File: config.mk
export PLATFORM = sky130hd
export DESIGN_NAME = clk_div_monitor
export DESIGN_NICKNAME = d
export VERILOG_FILES = /design/src/rtl/clk_div_monitor.sv
export SDC_FILE = /design/constraint.sdc
export NUM_CORES = 1
export LEC_CHECK = 0
export BUFFER_PORTS_ARGS = -buffer_cell sky130_fd_sc_hd__buf_2
export CAP_MARGIN = 5
export CORE_MARGIN = 2
export CORE_UTILIZATION = 63
export CTS_CLUSTER_DIAMETER = 30
export CTS_CLUSTER_SIZE = 8
export DETAILED_ROUTE_END_ITERATION = 8
export PLACE_DENSITY_LB_ADDON = 0.12
export SYNTH_ARGS = -nofsm -noshare
export SYNTH_HDL_FRONTEND = slang
export SYNTH_SLANG_ARGS = --single-unit
File: constraint.sdc
create_clock -name clk -period 5.27 [get_ports clk]
set_input_delay 1.054 -clock clk [delete_from_list [all_inputs] [get_ports clk]]
set_output_delay 1.054 -clock clk [all_outputs]
set_load 0.03 [all_outputs]
File: src/rtl/clk_div_monitor.sv
`default_nettype none
// ============================================================================
// Module      : clk_div_monitor
// Description : Samples an externally generated divided clock in the clk
//               domain, measures its period and high time, checks the period
//               against an expected value and reports lock, loss of lock and
//               stalled-clock conditions.
// Revision    : 1.0 - initial release
// ============================================================================
module clk_div_monitor #(
    parameter int CNT_W      = 16,
    parameter int EXP_PERIOD = 5,
    parameter int TOL        = 0,
    parameter int LOCK_CNT   = 4,
    parameter int TIMEOUT    = 20
) (
    input  logic             clk,
    input  logic             rst,
    input  logic             div_in,
    output logic [CNT_W-1:0] period,
    output logic [CNT_W-1:0] high_time,
    output logic             period_valid,
    output logic             locked,
    output logic             err
);

    localparam logic [CNT_W-1:0] c_EXP_PERIOD = CNT_W'(EXP_PERIOD);
    localparam logic [CNT_W-1:0] c_TOL        = CNT_W'(TOL);
    localparam logic [CNT_W-1:0] c_TIMEOUT    = CNT_W'(TIMEOUT);
    localparam logic [CNT_W-1:0] c_CNT_MAX    = {CNT_W{1'b1}};
    localparam int               c_MC_W       = (LOCK_CNT > 1) ? $clog2(LOCK_CNT) : 1;
    localparam logic [c_MC_W-1:0] c_MC_LAST   = c_MC_W'(LOCK_CNT - 1);

    typedef enum logic [1:0] {
        ST_IDLE = 2'd0,
        ST_ACQ  = 2'd1,
        ST_LOCK = 2'd2
    } state_t;

    logic              r_s1;
    logic              r_s2;
    logic              r_s3;
    logic              w_rise;
    logic [CNT_W-1:0]  r_per_cnt;
    logic [CNT_W-1:0]  r_high_cnt;
    logic [CNT_W-1:0]  w_diff;
    logic              w_match;
    logic              w_timeout;
    state_t            r_state;
    state_t            w_state_nxt;
    logic [c_MC_W-1:0] r_match_cnt;
    logic [c_MC_W-1:0] w_match_cnt_nxt;
    logic              w_err_nxt;
    logic              w_meas;

    // Three-flop synchronizer; the third stage only serves edge detection.
    always_ff @(posedge clk) begin
        if (rst) begin
            r_s1 <= 1'b0;
            r_s2 <= 1'b0;
            r_s3 <= 1'b0;
        end else begin
            r_s1 <= div_in;
            r_s2 <= r_s1;
            r_s3 <= r_s2;
        end
    end

    assign w_rise = r_s2 & ~r_s3;

    // Period and high-time counters restart at 1 on each rising edge and saturate.
    always_ff @(posedge clk) begin
        if (rst) begin
            r_per_cnt  <= '0;
            r_high_cnt <= '0;
        end else if (w_rise) begin
            r_per_cnt  <= CNT_W'(1);
            r_high_cnt <= CNT_W'(1);
        end else begin
            if (r_per_cnt != c_CNT_MAX) begin
                r_per_cnt <= r_per_cnt + CNT_W'(1);
            end
            if (r_s2 && (r_high_cnt != c_CNT_MAX)) begin
                r_high_cnt <= r_high_cnt + CNT_W'(1);
            end
        end
    end

    // Absolute deviation of the running period from the expected one.
    assign w_diff    = (r_per_cnt >= c_EXP_PERIOD) ? (r_per_cnt - c_EXP_PERIOD)
                                                   : (c_EXP_PERIOD - r_per_cnt);
    assign w_match   = (w_diff <= c_TOL);
    assign w_timeout = (r_per_cnt == c_TIMEOUT);

    // State and consecutive-match counter registers.
    always_ff @(posedge clk) begin
        if (rst) begin
            r_state     <= ST_IDLE;
            r_match_cnt <= '0;
        end else begin
            r_state     <= w_state_nxt;
            r_match_cnt <= w_match_cnt_nxt;
        end
    end

    // Next-state logic; a rise always takes priority over a coincident timeout.
    always_comb begin
        w_state_nxt     = r_state;
        w_match_cnt_nxt = r_match_cnt;
        w_err_nxt       = 1'b0;
        w_meas          = 1'b0;
        case (r_state)
            ST_IDLE: begin
                if (w_rise) begin
                    w_state_nxt     = ST_ACQ;
                    w_match_cnt_nxt = '0;
                end
            end
            ST_ACQ: begin
                if (w_rise) begin
                    w_meas = 1'b1;
                    if (w_match && (r_match_cnt == c_MC_LAST)) begin
                        w_state_nxt     = ST_LOCK;
                        w_match_cnt_nxt = '0;
                    end else if (w_match) begin
                        w_match_cnt_nxt = r_match_cnt + c_MC_W'(1);
                    end else begin
                        w_match_cnt_nxt = '0;
                    end
                end else if (w_timeout) begin
                    w_state_nxt     = ST_IDLE;
                    w_match_cnt_nxt = '0;
                end
            end
            ST_LOCK: begin
                if (w_rise) begin
                    w_meas = 1'b1;
                    if (!w_match) begin
                        w_err_nxt       = 1'b1;
                        w_state_nxt     = ST_ACQ;
                        w_match_cnt_nxt = '0;
                    end
                end else if (w_timeout) begin
                    w_err_nxt       = 1'b1;
                    w_state_nxt     = ST_IDLE;
                    w_match_cnt_nxt = '0;
                end
            end
            default: begin
                w_state_nxt     = ST_IDLE;
                w_match_cnt_nxt = '0;
            end
        endcase
    end

    // Registered outputs; measurements latch the pre-update counter values.
    always_ff @(posedge clk) begin
        if (rst) begin
            period       <= '0;
            high_time    <= '0;
            period_valid <= 1'b0;
            locked       <= 1'b0;
            err          <= 1'b0;
        end else begin
            period_valid <= w_meas;
            err          <= w_err_nxt;
            locked       <= (w_state_nxt == ST_LOCK);
            if (w_meas) begin
                period    <= r_per_cnt;
                high_time <= r_high_cnt;
            end
        end
    end

endmodule
`default_nettype wire

# Word level (Yosys, flattened, before mapping)

Index checks and enable logic that the tools add are counted.

Bits in registers: 74
Bits of input ports: 3
Output and inout port bits: 35
Word-level logic and storage cells: 67

Add/subtract/negate cells: 5
Magnitude comparators: 2
Equal/unequal tests: 9
Mux-type cells: 25
Bitwise logic cells: 3
Reductions and logical operators: 9

Operator list:

| cell                                                               | count |
|---|---|
| adder 16 x 1 -> 16 bit, second input constant                      | 2 |
| != test 16 bit, second input constant                              | 2 |
| two-way mux 2 bit                                                  | 13 |
| equality test 16 x 5 -> 1 bit, second input constant               | 1 |
| greater-or-equal comparator 16 x 3 -> 1 bit, second input constant | 1 |
| less-or-equal comparator 16 x 1 -> 1 bit, second input constant    | 1 |
| two-way mux 16 bit                                                 | 1 |
| subtractor 16 x 3 -> 16 bit, second input constant                 | 1 |
| subtractor 3 x 16 -> 16 bit, first input constant                  | 1 |
| one-hot mux 2 bit (3 select lines)                                 | 2 |
| two-way mux 1 bit                                                  | 9 |
| equality test 2 bit, second input constant                         | 3 |
| OR reduction 2 bit                                                 | 3 |
| nonzero test 2 bit                                                 | 2 |
| != test 3 bit, second input constant                               | 1 |
| adder 2 x 1 -> 2 bit, second input constant                        | 1 |
| equality test 2 x 1 -> 1 bit, second input constant                | 1 |
| logical AND 1 bit                                                  | 2 |
| logical NOT 2 bit                                                  | 1 |
| != test 2 bit, second input constant                               | 1 |
| inverter 1 bit                                                     | 2 |
| AND reduction 2 bit                                                | 1 |
| AND 1 bit                                                          | 1 |

# Logic depth before layout (Yosys ltp)

Gate-level depths: netlist (run 1).

Depth after elaboration: 8
Depth in mapped cells: 10
Depth with buffers taken out: 9

# Least setup slack after synthesis (run 1)

OpenSTA, ideal clock, no wires.

Kind: reg-to-reg
From: register r_per_cnt[1]
To: register r_match_cnt[0]
Setup time: 91 ps
Arrival time: 2323 ps
Data required time: 5179 ps
Setup slack: 2856 ps
Cell stages (with the launch flop): 11
Buffers on the path: 1
Clock period less this slack: 2414 ps
Cells stage by stage: dfxtp_1 -> inv_1 -> ha_1 -> nand2b_1 -> a2111oi_0 -> o22ai_1 -> a2111oi_0 -> and4_4 -> buf_6 -> a31oi_1 -> a311oi_1

Word-level cells in the longest chain between the ends: 7
Elaborated cells on any way between the ends: 15
Classes of those cells: add/sub (2); order compare (2); eq/ne (2); mux (7); reduce/logical (2)

Ends and longest elaborated chain:

| item                                                          | RTL line | source |
|---|---|---|
| start: declaration                                            | 44       | `logic [CNT_W-1:0] r_per_cnt;` |
| start signal: assignment                                      | 81       | `r_per_cnt <= r_per_cnt + CNT_W'(1);` |
| subtractor 3 x 16 -> 16 bit (tied with other cells)           | 91       | `: (c_EXP_PERIOD - r_per_cnt);` |
| two-way mux 16 bit                                            | 90       | `assign w_diff = (r_per_cnt >= c_EXP_PERIOD) ? (r_per_cnt - c_EXP_PERIOD)` |
| less-or-equal comparator 16 x 1 -> 1 bit                      | 92       | `assign w_match = (w_diff <= c_TOL);` |
| two-way mux 2 bit / logical AND 1 bit (equally long branches) | 125, 122 |  |
| two-way mux 2 bit                                             | 122      | `if (w_match && (r_match_cnt == c_MC_LAST)) begin` |
| two-way mux 2 bit                                             | 120      | `if (w_rise) begin` |
| one-hot mux 2 bit (3 select lines)                            | 112      | `case (r_state)` |
| end signal: assignment                                        | 102      | `r_match_cnt <= w_match_cnt_nxt;` |
| end: declaration                                              | 51       | `logic [c_MC_W-1:0] r_match_cnt;` |

Parallel ways exist; a longest one is shown, timed or not.
A chain may end at the register's enable or synchronous reset.

# Final worst setup path (run 1)

Ends and elaborated chain as after synthesis.

==> results of run 1 <==
==> sequential cells by signal (all words and copies together), names as in the netlist <==
name and cells:
err 1, r_state 2, high_time 16, r_s1 1, r_s2 1, r_per_cnt 16
r_high_cnt 16, period_valid 1, r_match_cnt 2, period 16, r_s3 1, locked 1
==> per-stage QoR <==
stage | instance area, um^2 | util, % | total power (W)
final | 4000 | 72.1 | 0.00113
after global placement | 3760 | 67.9 | 0.000635
after floorplan | 3630 | - | 0.000626
after detailed placement | 3760 | 67.9 | 0.000637
after CTS | 4000 | 72.1 | 0.00114
after global routing | 4000 | 72.1 | 0.00117
==> routing by layer <==
layer,vias to the layer above,track usage (%),share of wire [%]
li1,1602,-,-
met1,1498,32.2,46
met2,85,43.0,48
met3,13,4.41,4.8
met4,0,12.2,1.6
met5,-,0,0
==> power groups by stage <==
stage,Combinational (W),Clock [W],Sequential [W]
5_1_grt,0.0000606,0.000537,0.000571
3_5_place_dp,0.0000533,0,0.000583
4_1_cts,0.0000539,0.000515,0.000570
2_1_floorplan,0.0000458,0,0.000581
3_3_place_gp,0.0000518,0,0.000583
6_report,0.0000543,0.000510,0.000570
==> how the worst min path moves through the flow <==
| stage | startpoint | to | slack, ns | depth (start not counted) |
|---|---|---|---|---|
| final | r_s1 | r_s2 | 0.45 | 1 |
| after global routing | high_time[13] | high_time[13] | 0.48 | 2 |
| after CTS | r_s1 | r_s2 | 0.45 | 1 |
| after detailed placement | r_s1 | r_s2 | 0.43 | 1 |
| after global placement | r_s1 | r_s2 | 0.43 | 1 |
| after floorplan | r_s1 | r_s2 | 0.41 | 1 |
==> Yosys cell counts, types with 2 or more instances <==
cell type / n / area, um^2
a31oi_1: 3 / 18.8
buf_6: 3 / 33.8
or2_2: 3 / 18.8
mux2i_1: 5 / 50.1
o21a_1: 2 / 15.0
a31o_1: 2 / 17.5
a211oi_1: 4 / 30.0
and4_1: 2 / 17.5
nor2_1: 38 / 143
clkbuf_1: 26 / 97.6
buf_2: 2 / 10.0
and4b_1: 2 / 20.0
ha_1: 12 / 150
nand4_1: 8 / 50.1
or3_1: 11 / 68.8
a2111oi_0: 2 / 17.5
a41oi_1: 2 / 17.5
a311oi_1: 2 / 17.5
nand2_1: 92 / 345
nand2b_1: 4 / 25.0
o21ai_0: 11 / 55.1
nor3_1: 6 / 30.0
xor2_1: 10 / 87.6
nand3_1: 14 / 70.1
o2111ai_1: 2 / 17.5
and2_1: 5 / 31.3
dfxtp_1: 74 / 1480
o31ai_1: 3 / 22.5
inv_1: 10 / 37.5
nor2b_1: 8 / 50.1
nor3b_1: 3 / 22.5
nor4_1: 2 / 12.5
a21oi_1: 47 / 235
xnor2_1: 10 / 87.6
and3_1: 6 / 37.5
o211ai_1: 2 / 15.0
==> worst max-delay path, stage by stage, from the launching register on <==
cell and delay, ns:
dfxtp_1 0.48, inv_1 0.16, ha_1 0.24, nand2b_1 0.21, a2111oi_0 0.42, o22ai_1 0.13
a2111oi_0 0.34, and4_4 0.35, a31oi_1 0.10, a311oi_1 0.26
==> cell families after synthesis <==
| kind of cell | Yosys count | synth area share (%) |
|---|---|---|
| AND/OR/NAND/NOR | 211 | 27.8 |
| AO/OA/AOI/OAI | 92 | 16.1 |
| flip-flops | 74 | 40.8 |
| buffers and inverters | 42 | 5.03 |
| XOR/XNOR | 20 | 4.82 |
| adder cells (fa/ha/maj) | 12 | 4.13 |
| multiplexers | 5 | 1.38 |
==> area by class of cell <==
class | count | share of cell area, %
flip-flops and latches | 74 | 37.1
multi-input cells | 340 | 49.3
clock inverters | 6 | 2.38
inverters | 10 | 0.939
clock buffers | 10 | 3.44
repair buffers | 37 | 4.63
well taps | 72 | 2.25
==> cells in the final DEF (no fill, tap or decap), drive strengths merged, types with 4 or more instances in the layout <==
cell,n
nand2,92
dfxtp,74
a21oi,47
nor2,38
buf,37
nand3,14
ha,12
or3,12
o21ai,12
inv,12
xor2,10
xnor2,10
clkbuf,10
nand4,8
nor2b,8
and3,6
nor3,6
a211oi,6
mux2i,5
and2,5
nand2b,4
==> flow_summary.toml, run 1 <==
[setup_path]
endpoint = "r_match_cnt[0]"
worstSetupPathType = "reg2reg"
worstRegToRegCells = 9
path_max_fanout = 8
cp.required_ns = 5.53
r2r_slack_ns = 2.50
worstPathArrival_ns = 3.03
cp-startpoint = "r_per_cnt[1]"
cp-end-kind = "flip-flop"
reg2reg_to = "r_match_cnt[0]"
r2r-start = "r_per_cnt[1]"
start_kind = "flip-flop"

[yosys]
postSynthAreaPerCell_um2 = 7.97
synthArstFlopShare_pct = 0
syn_area_mm2 = 0.00363
ys_warn_count = 0
ys_ff_latch = 74
syn_nets = 471
yosysUniqueCellTypes = 54
postSynthCellCount = 456
synth_edf_count = 0
ys.flop_type = "dfxtp_1"
ys_seq_area_share_pct = 40.8

[sta]
drv_slew = 0
fmax_ghz = 0.361
timing.final.crit_period_ns = 2.77
finalWorstSetupSlack_ns = 2.50
tightest_slew_ns = 1.17
clock_skew_ns = 0.00960
setup_tns_ns = 0
post-route-period-util_pct = 52.5
slew_headroom_pct = 21.7
rsz0062_at_grt = "no"
setup_viol_count_final = 0
hold_violations = 0
fin_hold_ws_ns = 0.447

[clock_tree]
root_buffer = "clkbuf_8"
cts_tree = "built"
holdBufCountCts = 0
cts_buffers = 9
post-cts-setup-buffers = 0
htree_levels = 3
clk_latency_ns = 0.35
cts_buffer_depth = 2
path_clk_slew_ns = 0.08
cts_resized = 0
cts_sinks = 74

[route]
vias_per_cell = 5.83
drt-initial-drc-count = 128
drc = 0
vias = 3198
ant_nets = 0
first_pass_iters = 5
routed_wl_mm = 7.69
route.detailed.wl_per_inst_um = 14.0

[power]
ir_worst_vdd_mv = 0.180
p_int_w = 0.000866
power_switching_w = 0.000268
pwr-share-comb_pct = 4.8
p_clk_share_pct = 44.9
p_leak_nw = 1.56
power_density_mw_per_mm2 = 284
seqPwrFrac_pct = 50.3
switching_share_pct = 23.7

[die]
core_region_area_mm2 = 0.00554
fp.dieW_um = 79.9
initial_core_util_pct = 65.6
die_height_um = 79.9
rows = 27
dieArea_mm2 = 0.00639
io_pins = 38

[place]
placedCellCount = 533
dp_hpwl_mm = 5.26
dp_slack_ns = 2.27
io_buffers = 37
gp_congestion = 0.934

[grt]
antenna_found_initial = 0
gr-total-overflow = 0
grt_max_degree = 46
grt_pass1_wl_mm = 13.1
grt_pass1_vias = 2880
grt_use_total_pct = 25.8

[flow_run]
cap_viol_max_count = 0

[min_path]
min_path_type = "reg2reg"

[cells_and_area]
final_cells = 549
register_area_mm2 = 0.00148
drive_gt1_share_pct = 13.0
finalNetCount = 487
antenna-diode-count = 0
syn2layout_area_growth_pct = 9.99
multi_input_area_mm2 = 0.00197
fill_cells = 456

[run_status]
status = "finished clean"
Power figures use the tool's default switching activity.
==> run 2, diff against run 1 <==
--- a/config.mk
+++ b/config.mk
@@ -8,7 +8,7 @@
 export BUFFER_PORTS_ARGS = -buffer_cell sky130_fd_sc_hd__buf_2
 export CAP_MARGIN = 5
 export CORE_MARGIN = 2
-export CORE_UTILIZATION = 63
+export CORE_UTILIZATION = 53
 export CTS_CLUSTER_DIAMETER = 30
 export CTS_CLUSTER_SIZE = 8
 export DETAILED_ROUTE_END_ITERATION = 8
==> constraint.sdc (replaced) <==
create_clock -name clk -period 2.43 [get_ports clk]
set_input_delay 0.486 -clock clk [delete_from_list [all_inputs] [get_ports clk]]
set_output_delay 0.486 -clock clk [all_outputs]
set_load 0.03 [all_outputs]
==> run 2 against run 1 <==
Via count grew 3.0%. Sequential power rose by 120%. Sequential share of layout area shrank 3.1 points. Core utilization shrank 7.0 points. Final cell count up 9.3%. Clock-buffer cell count increased by 1. Clock skew about the same. Clock power grew 89%. Critical path depth shrank 1. Register-to-register slack worse by 2.4 ns. First-iteration DRC count increased by 7.0%.
==> flow_summary.toml, run 2 (synthesized netlist as in run 1, its figures left out) <==
[clock_tree]
htree_levels = 3
path_clk_slew_ns = 0.08
cts_buffer_depth = 2
cts_sinks = 74
root_buffer = "clkbuf_8"
cts_buffers = 9
cts_tree = "built"
holdBufCountCts = 0
clk_latency_ns = 0.35

[place]
dp_slack_ns = -0.110
dpl_cell_area_mm2 = 0.00409
gp_congestion = 0.897
io_buffers = 37
dp_hpwl_mm = 5.87

[cells_and_area]
antenna-diode-count = 0
fin_area_mm2 = 0.00437
mostFrequentLayoutCell = "nand2_1"
drive_gt1_share_pct = 22.7
syn2layout_area_growth_pct = 20.4
final_cell_mix = "92 x nand2_1, 72 x dfxtp_1, 47 x a21oi_1, 44 x buf_4, 37 x buf_2"
finalNetCount = 531

[grt]
antenna_found_initial = 0
grt_pass1_wl_mm = 14.1
grt_use_total_pct = 23.7
gr-total-overflow = 0
grt_pass1_vias = 2960
grt_max_degree = 37

[run_status]
status = "finished clean"

[route]
drt-initial-drc-count = 137
vias_per_cell = 5.49
drc = 0
vias = 3294
ant_nets = 0
route.detailed.wl_per_inst_um = 14.1
routed_wl_mm = 8.46
first_pass_iters = 5

[min_path]
min_path_type = "in2reg"

[power]
ir_worst_vdd_mv = 0.334
switching_share_pct = 24.2
p_clk_share_pct = 40.6
p_int_w = 0.00180
seqPwrFrac_pct = 52.0
p_leak_nw = 1.78
power_switching_w = 0.000573
power_density_mw_per_mm2 = 542
pwr-share-comb_pct = 7.4

[setup_path]
start_kind = "flip-flop"
worstSetupPathType = "reg2reg"
cpMaxStageDelayCell = "a2111oi_4"
cp_cell_sequence = "ha_1 > or3_1 > nor2_2 > nand2_1 > a2111oi_4 > and4_4 > a31oi_1 > a311oi_1"
r2r_slack_ns = 0.11
worstPathArrival_ns = 2.58
max_stage_delay_ns = 0.39
path_max_fanout = 8
cp.required_ns = 2.69
cp-end-kind = "flip-flop"

[sta]
hold_violations = 0
drv_slew = 0
fmax_ghz = 0.431
timing.final.crit_period_ns = 2.32
post-route-period-util_pct = 95.5
clock_skew_ns = 0.0100
fin_hold_ws_ns = 0.359
setup_tns_ns = 0
tightest_slew_ns = 0.481
finalWorstSetupSlack_ns = 0.110
setup_viol_count_final = 0
slew_headroom_pct = 67.8

[die]
fp.dieW_um = 86.8
die_height_um = 86.8
rows = 30
core_region_area_mm2 = 0.00672
initial_core_util_pct = 54.1
dieArea_mm2 = 0.00753
io_pins = 38

[flow_run]
cap_viol_max_count = 0
[run 2: cell count changes in the layout (fill, tap and decap cells not counted), sizes merged]
cell      before  now
clkinv         2    1
bufinv         2    1
clkbuf        10   11
clkinvlp       0    1
inv           12   11
buf           37   81
[run 2: timing repair]
item / 4_1_cts / 5_1_grt
endpoints found under the hold margin: 0 / 0
endpoints found under the setup margin: 5 / 6
setup buffers: 0 / 3
resized for setup: 4 / 17
pin swaps: 2 / 10
[run 2: area by class of cell]
class,count,area [um^2]
clock buffers,11,141
multi-input cells,340,2040
flip-flops and latches,74,1480
repair buffers,81,515
fillers,601,2340
well taps,80,100
inverters,10,40.0
clock inverters,4,51.3
[run 2: per-stage QoR]
| step | util, % | cells | power [W] |
|---|---|---|---|
| final | 65.1 | 600 | 0.00237 |
| after global routing | 65.1 | 600 | 0.00247 |
| after CTS | 63.9 | 598 | 0.00237 |
| after detailed placement | 60.9 | 583 | 0.00141 |
| after global placement | 60.9 | 583 | 0.00141 |
| after floorplan | - | 456 | 0.00136 |
[run 2: layer usage]
| metal | part of all wire, % | up-vias | track usage, % |
|---|---|---|---|
| li1 | - | 1695 | - |
| met1 | 46 | 1510 | 30.4 |
| met2 | 49 | 77 | 39.6 |
| met3 | 3.4 | 12 | 4.57 |
| met4 | 1.4 | 0 | 8.38 |
| met5 | 0 | - | 0 |
[run 2: worst max-delay path: cells and delay by family, from the launching register on]
kind	cells	cell delay, ns
AOI/OAI and AO/OA	3	0.71
adders and majority gates	1	0.23
DFF	1	0.35
and+or+nand+nor	4	0.93
[run 2: path summary, 6_finish.rpt]
path / cells after the start / from / endpoint
worst max-delay path: 8 / r_per_cnt[1] / r_match_cnt[0]
worst min-delay path: 2 / div_in / r_s1
worst max register to register: 8 / r_per_cnt[1] / r_match_cnt[0]
worst min register to register: 1 / r_s1 / r_s2
[run 2: power groups by stage]
stage	registers (W)	clock network, W	logic (W)
after floorplan	0.00126	0	0.0000993
final	0.00123	0.000962	0.000176
after detailed placement	0.00126	0	0.000153
after global placement	0.00126	0	0.000151
after CTS	0.00123	0.000982	0.000156
after global routing	0.00123	0.00104	0.000195
